**config.mk**
```make
export PLATFORM = sky130hd
export DESIGN_NAME = dma_read_engine
export DESIGN_NICKNAME = d
export VERILOG_FILES = /design/src/rtl/dma_pkg.sv /design/src/rtl/dma_cmd_fifo.sv /design/src/rtl/dma_read_engine.sv
export SDC_FILE = /design/constraint.sdc
export NUM_CORES = 1
export LEC_CHECK = 0
export CORE_UTILIZATION = 45
export DETAILED_ROUTE_END_ITERATION = 8
export PLACE_DENSITY_LB_ADDON = 0.1
export SYNTH_ARGS = -nofsm -noshare
export SYNTH_HDL_FRONTEND = slang
export SYNTH_SLANG_ARGS = --single-unit
export TNS_END_PERCENT = 10
```
**constraint.sdc**
```tcl
create_clock -name clk -period 4.76 [get_ports clk]
set_input_delay 0.952 -clock clk [delete_from_list [all_inputs] [get_ports clk]]
set_output_delay 0.952 -clock clk [all_outputs]
set_load 0.02 [all_outputs]
```
**src/rtl/dma_pkg.sv**
```systemverilog
// Shared types and constants for the DMA engines.
//  AXI_BURST_INCR / AXI_RESP_OKAY : AXI encodings used on the AR and R channels
//  AXI_MAX_BURST                  : longest INCR burst in beats
//  dma_cmd_t                      : {addr,len} command at the default widths
//  rd_state_e                     : read engine FSM states
package dma_pkg;

   localparam logic [1:0]  AXI_BURST_INCR = 2'b01;
   localparam logic [1:0]  AXI_RESP_OKAY  = 2'b00;
   localparam int unsigned AXI_MAX_BURST  = 256;

   localparam int unsigned DMA_ADDR_WIDTH = 32;
   localparam int unsigned DMA_LEN_WIDTH  = 9;

   typedef struct packed {
      logic [DMA_ADDR_WIDTH-1:0] addr;
      logic [DMA_LEN_WIDTH-1:0]  len;
   } dma_cmd_t;

   typedef enum logic [1:0] {IDLE, ADDR, DATA} rd_state_e;

endpackage

```
**src/rtl/dma_cmd_fifo.sv**
```systemverilog
// Small synchronous first-word-fall-through command FIFO.
//  clk, rst_n : clock, asynchronous active-low reset (pointers and count only)
//  push/wdata : write request, ignored when full
//  pop/rdata  : read request, ignored when empty; rdata always shows the head entry
//  full/empty : occupancy flags from the registered count
//  count      : number of stored entries
module dma_cmd_fifo #(
   parameter int unsigned WIDTH = 41,
   parameter int unsigned DEPTH = 4
) (
   input  logic                     clk,
   input  logic                     rst_n,
   input  logic                     push,
   input  logic [WIDTH-1:0]         wdata,
   input  logic                     pop,
   output logic [WIDTH-1:0]         rdata,
   output logic                     full,
   output logic                     empty,
   output logic [$clog2(DEPTH):0]   count
);

   localparam int unsigned PTR_W = $clog2(DEPTH);

   logic [WIDTH-1:0] mem [DEPTH];
   logic [PTR_W-1:0] wr_ptr_q, rd_ptr_q;
   logic [PTR_W:0]   count_q;
   logic             do_push, do_pop;

   assign full    = (count_q == (PTR_W+1)'(DEPTH));
   assign empty   = (count_q == '0);
   assign count   = count_q;
   assign rdata   = mem[rd_ptr_q];
   assign do_push = push & ~full;
   assign do_pop  = pop & ~empty;

   // DEPTH is a power of two, so pointers wrap by plain overflow.
   always_ff @(posedge clk or negedge rst_n) begin
      if (!rst_n) begin
         wr_ptr_q <= '0;
         rd_ptr_q <= '0;
         count_q  <= '0;
      end else begin
         if (do_push) wr_ptr_q <= wr_ptr_q + PTR_W'(1);
         if (do_pop)  rd_ptr_q <= rd_ptr_q + PTR_W'(1);
         case ({do_push, do_pop})
            2'b10:   count_q <= count_q + (PTR_W+1)'(1);
            2'b01:   count_q <= count_q - (PTR_W+1)'(1);
            default: count_q <= count_q;
         endcase
      end
   end

   always_ff @(posedge clk) begin
      if (do_push) mem[wr_ptr_q] <= wdata;
   end

endmodule

```
**src/rtl/dma_read_engine.sv**
```systemverilog
// DMA read engine: queues {addr,len} commands, issues one AXI4 INCR read burst per
// command (one outstanding) and streams returned beats to the datapath.
//  config_valid/ready/len/addr : command push;  config_empty : no queued or active work
//  m_axi_ar*                   : AR channel master;  m_axi_r*  : R channel
//  out_data/valid/ready/last   : beat stream, out_last marks the last beat of a command
//  err_resp/err_last/err_clear : sticky bad-response and rlast-mismatch flags
module dma_read_engine
   import dma_pkg::*;
#(
   parameter int unsigned AXI_ADDR_WIDTH   = DMA_ADDR_WIDTH,
   parameter int unsigned AXI_DATA_WIDTH   = 64,
   parameter int unsigned CONFIG_LEN_WIDTH = DMA_LEN_WIDTH,
   parameter int unsigned CMD_DEPTH        = 4
) (
   input  logic                        clk,
   input  logic                        rst_n,
   input  logic                        config_valid,
   output logic                        config_ready,
   output logic                        config_empty,
   input  logic [CONFIG_LEN_WIDTH-1:0] config_len,
   input  logic [AXI_ADDR_WIDTH-1:0]   config_addr,
   output logic [AXI_ADDR_WIDTH-1:0]   m_axi_araddr,
   output logic [7:0]                  m_axi_arlen,
   output logic [2:0]                  m_axi_arsize,
   output logic [1:0]                  m_axi_arburst,
   output logic                        m_axi_arvalid,
   input  logic                        m_axi_arready,
   input  logic [AXI_DATA_WIDTH-1:0]   m_axi_rdata,
   input  logic [1:0]                  m_axi_rresp,
   input  logic                        m_axi_rlast,
   input  logic                        m_axi_rvalid,
   output logic                        m_axi_rready,
   output logic [AXI_DATA_WIDTH-1:0]   out_data,
   output logic                        out_valid,
   input  logic                        out_ready,
   output logic                        out_last,
   output logic                        err_resp,
   output logic                        err_last,
   input  logic                        err_clear
);

   localparam int unsigned CMD_WIDTH = AXI_ADDR_WIDTH + CONFIG_LEN_WIDTH;
   localparam logic [2:0]  ARSIZE    = 3'($clog2(AXI_DATA_WIDTH / 8));
   localparam logic [CONFIG_LEN_WIDTH-1:0] LEN_ONE = CONFIG_LEN_WIDTH'(1);
   localparam logic [CONFIG_LEN_WIDTH-1:0] LEN_MAX = CONFIG_LEN_WIDTH'(AXI_MAX_BURST);

   rd_state_e                   state_q;
   logic [AXI_ADDR_WIDTH-1:0]   araddr_q;
   logic [7:0]                  arlen_q;
   logic                        arvalid_q;
   logic [CONFIG_LEN_WIDTH-1:0] beat_cnt_q;
   logic                        err_resp_q, err_last_q;

   logic                        fifo_push, fifo_pop, fifo_full, fifo_empty;
   logic [CMD_WIDTH-1:0]        fifo_head;
   logic [$clog2(CMD_DEPTH):0]  fifo_count;
   logic [AXI_ADDR_WIDTH-1:0]   head_addr;
   logic [CONFIG_LEN_WIDTH-1:0] head_len, head_len_sat;
   logic                        head_ok, load, beat, final_beat;

   dma_cmd_fifo #(
      .WIDTH (CMD_WIDTH),
      .DEPTH (CMD_DEPTH)
   ) u_cmd_fifo (
      .clk   (clk),
      .rst_n (rst_n),
      .push  (fifo_push),
      .wdata ({config_addr, config_len}),
      .pop   (fifo_pop),
      .rdata (fifo_head),
      .full  (fifo_full),
      .empty (fifo_empty),
      .count (fifo_count)
   );

   assign head_addr    = fifo_head[CMD_WIDTH-1 -: AXI_ADDR_WIDTH];
   assign head_len     = fifo_head[CONFIG_LEN_WIDTH-1:0];
   // Oversized lengths are illegal; clamp so the burst stays a legal 256 beats.
   assign head_len_sat = (head_len > LEN_MAX) ? LEN_MAX : head_len;
   assign head_ok      = ~fifo_empty & (head_len != '0);

   assign beat       = (state_q == DATA) & m_axi_rvalid & out_ready;
   assign final_beat = beat & (beat_cnt_q == LEN_ONE);

   // ready comes from the registered count; full gates the push itself.
   assign config_ready = (32'(fifo_count) < CMD_DEPTH);
   assign fifo_push    = config_valid & ~fifo_full;
   // IDLE pops every head, discarding zero-length commands; the final beat of a burst
   // pops a real command so the next AR follows with no idle cycle.
   assign fifo_pop     = ((state_q == IDLE) & ~fifo_empty) | (final_beat & head_ok);
   assign load         = fifo_pop & (head_len != '0);

   always_ff @(posedge clk or negedge rst_n) begin
      if (!rst_n) begin
         state_q    <= IDLE;
         araddr_q   <= '0;
         arlen_q    <= '0;
         arvalid_q  <= 1'b0;
         beat_cnt_q <= '0;
         err_resp_q <= 1'b0;
         err_last_q <= 1'b0;
      end else begin
         // Clear first so a new error in the same cycle wins.
         if (err_clear) begin
            err_resp_q <= 1'b0;
            err_last_q <= 1'b0;
         end
         if (beat && (m_axi_rresp != AXI_RESP_OKAY)) err_resp_q <= 1'b1;
         if (beat && (m_axi_rlast != (beat_cnt_q == LEN_ONE))) err_last_q <= 1'b1;

         unique case (state_q)
            IDLE: ;
            ADDR: begin
               if (m_axi_arready) begin
                  arvalid_q <= 1'b0;
                  state_q   <= DATA;
               end
            end
            DATA: begin
               if (beat) begin
                  beat_cnt_q <= beat_cnt_q - LEN_ONE;
                  if (final_beat) state_q <= IDLE;
               end
            end
            default: state_q <= IDLE;
         endcase

         // Placed last so a back-to-back reload overrides the DATA updates above.
         if (load) begin
            araddr_q   <= head_addr;
            arlen_q    <= 8'(head_len_sat - LEN_ONE);
            beat_cnt_q <= head_len_sat;
            arvalid_q  <= 1'b1;
            state_q    <= ADDR;
         end
      end
   end

`ifndef SYNTHESIS
   always_ff @(posedge clk) begin
      if (rst_n && fifo_pop) assert (head_len <= LEN_MAX);
   end
`endif

   assign config_empty  = fifo_empty & (state_q == IDLE);
   assign m_axi_araddr  = araddr_q;
   assign m_axi_arlen   = arlen_q;
   assign m_axi_arsize  = ARSIZE;
   assign m_axi_arburst = AXI_BURST_INCR;
   assign m_axi_arvalid = arvalid_q;
   assign m_axi_rready  = (state_q == DATA) & out_ready;
   assign out_valid     = (state_q == DATA) & m_axi_rvalid;
   assign out_data     = (state_q == DATA) ? m_axi_rdata : '0;
   assign out_last      = (state_q == DATA) & (beat_cnt_q == LEN_ONE);
   assign err_resp      = err_resp_q;
   assign err_last      = err_last_q;

endmodule

```
==> metrics <==
initial antenna violation count 0; num ports between 200 and 250; largest net degree at the start of global routing 67; Endpoint, Worst Hold m_axi_arvalid$_DFFE_PN0P_; setup TNS 0 ps; Max Buffers Root-to-Sink 3; max-cap viol count 0; die area between 20,000 and 25,000 µm²; post-synthesis sequential area ratio between 60% and 70%; Hold Slack between 400 and 500 ps; fin cells between 1,000 and 1,500; top cells by area, synth edfxtp_1 (53%), dfrtp_1 (16%), mux4_2 (9.2%); WS Path Type flip-flop to flip-flop; Antenna Nets Post-Route 0; R2R setup slack 970 ps; PwrDens between 600 and 700 nW/µm²; fin. max-slew vios 0; Placed Area 11,800 µm²; number of global-route vias before repair 5,650; Hold Path Depth 2; Final Net Count around 900; Reg-to-Reg End m_axi_araddr[5]$_DFFE_PN0P_; final hold vios 0; vias approximately 5,400; Commonest cells post-synth edfxtp_1 (164), and2_1 (71), dfrtp_1 (61), mux4_2 (38), mux2_2 (29); syn avg cell area about 17 µm²; HP Start m_axi_arvalid$_DFFE_PN0P_; first-pass GRT wire length between 30,000 and 40,000 µm; pre-CTS setup slack about 770 ps; final worst path period share roughly four fifths; min Tclk post-route approximately 3800 ps; layout cells sized above 1 about 15%; clock skew 9.03 ps; CTS Buf Count 24; post-CTS setup buffers 0; reg2reg start u_cmd_fifo.rd_ptr_q[0]$_DFFE_PN0P_; crit-path max FO 32; DR pass1 iterations 4; final wirelength just over 20,000 µm; standard-cell rows 52; leakage roughly 4.6 nW; # clock sinks between 200 and 250; post-cts resize count 0; Final GP Congestion around 0.93; synthesized flop and latch total 225; crit path launch u_cmd_fifo.rd_ptr_q[0]$_DFFE_PN0P_; r2r worst-path depth 6; Critical Path Stages 6; post-synthesis cell type count between 40 and 50; Horiz. Die Dim around 150 µm; Core Region about 20,000 µm²; Post-synth ARST share between 20% and 30%; wire per inst slightly below 20 µm; slew margin rel. between 30% and 40%; WP data arrival ~4200 ps; crit-path max cell delay slightly below 800 ps; die extent in y 146 µm; area leader, netlist edfxtp_1; Post-route DRC 0; worst hold path class flip-flop to flip-flop; share of the synthesized area in the top cell type 52.9%; Initial Utilization between 40% and 50%; startpoint type of the worst setup path flip-flop; VDD IR-drop max between 0.4 and 0.5 mV; Finished Cell Area 12,700 µm²; Synth Cell Area 9310 µm²; Area growth syn-to-layout 35.9%; global route overflow 0; RSZ-0062 raised after global routing false; CTS clock-pin slew for the worst setup and hold paths about 60 ps; FMAX approximately 260 MHz; utilization after layout between 60% and 70%; H-tree Lvls 1; Tot Pwr around 8 mW; Synthesis Warnings 0; number of vias per cell slightly above 5; most frequent cell after synthesis edfxtp_1; dpl hpwl about 14,000 µm; worst path cell trace mux4_2 > nor4_1 > nand3_1 > nand2_2 > buf_4 > mux2_2; placed insts about 1,000; Crit-path slowest cell dfrtp_4; Post-synth EDFFs roughly 160; Worst-Skew Late Latency about 500 ps; status finished clean; CTS Hold Bufs 0; final worst slack roughly 970 ps; # fillers between 1,500 and 2,000; drt initial violations 257; Worst Path Buf+Inv 1; final-report setup violation count 0; Mapped Cells roughly 540; CP delay by family, top simple AND/OR/NAND/NOR gates; ys flop type edfxtp_1; Tightest Pin Transition a little over 1000 ps; clk root buf clkbuf_16; Critical Path RT about 5100 ps; PortBufs about 230; CTS tree built; gr usage total 19.7%; Crit. End Element flip-flop
layout make-up:
cell class / instances / area, µm² / area share (%)
Timing Repair Buffer: 233 / 2310 / 18.3
Clock inverter: 13 / 173 / 1.36
Clock buffer: 31 / 668 / 5.28
Tap cell: 270 / 338 / 2.67
Sequential cell: 225 / 6460 / 51.0
Antenna cell: 1 / 2.50 / 0.0198
Inverter: 14 / 52.6 / 0.415
Multi-Input combinational cell: 273 / 2650 / 20.9
worst max path at each step:
stage / endpoint
3_5_place_dp: m_axi_araddr[5]$_DFFE_PN0P_
4_1_cts: m_axi_araddr[5]$_DFFE_PN0P_
3_3_place_gp: m_axi_araddr[31]$_DFFE_PN0P_
6_report: m_axi_araddr[5]$_DFFE_PN0P_
5_1_grt: m_axi_araddr[5]$_DFFE_PN0P_
2_1_floorplan: u_cmd_fifo.count[1]$_DFFE_PN0P_
sequential cells by signal, indices dropped and copies added (netlist names), 2 cells and up:
| signal | count |
|---|---|
| u_cmd_fifo.wr_ptr_q | 2 |
| u_cmd_fifo.count | 3 |
| u_cmd_fifo.mem | 164 |
| u_cmd_fifo.rd_ptr_q | 2 |
| m_axi_arlen | 8 |
| beat_cnt_q | 9 |
| m_axi_araddr | 32 |
| state_q | 2 |
worst reg2reg max path, stage by stage, from the launching register on:
cell and delay (ps):
dfrtp_4 780, mux4_2 650, nor4_1 530, nand3_1 230
nand2_2 690, buf_4 420, mux2_2 390
layer usage:
| layer | wire length (µm) | up-vias | track usage, % |
|---|---|---|---|
| met5 | 0 | - | 0 |
| met4 | 325 | 0 | 4.63 |
| met1 | 8650 | 2717 | 25.7 |
| li1 | - | 2479 | - |
| met3 | 1400 | 20 | 4.42 |
| met2 | 10400 | 199 | 33.7 |
cell families (layout without fill, tap and decap cells):
family	count (synthesis)	after routing	synth area share, %
flip-flops	225	225	69.3
AND/OR/NAND/NOR	125	125	7.82
multiplexers	91	91	15.7
buffers and inverters	43	291	2.51
AO/OA/AOI/OAI	27	27	1.75
XOR/XNOR	16	16	1.51
adder cells (fa/ha/maj)	9	9	1.29
other	2	6	0.0807
cell usage in the layout (no fill, tap or decap), types with 2 or more instances in the layout:
master	count
clkdlybuf4s50_1	225
edfxtp_1	164
and2_1	67
dfrtp_1	59
mux4_2	38
mux2_2	29
clkbuf_16	25
nand2_1	17
inv_1	14
mux2i_1	14
a21oi_1	10
nor2_1	9
xor2_1	9
mux2_1	8
ha_1	8
buf_4	8
xnor2_1	7
o21ai_0	6
nand3_1	5
or3_1	5
conb_1	5
clkinv_1	5
and2_2	4
bufinv_16	4
clkbuf_1	4
or4_1	3
nor4_1	3
o22ai_1	3
mux4_1	2
nand2b_1	2
o31a_1	2
o21a_1	2
nor3_1	2
clkbuf_8	2
power breakdown:
group	total, mW	switching [mW]	leakage (nW)	internal, mW
logic	3.05	1.52	1.92	1.53
clock network	1.94	0.728	0.410	1.21
registers	3.04	0.349	2.22	2.69
Power figures use the tool's default switching activity.
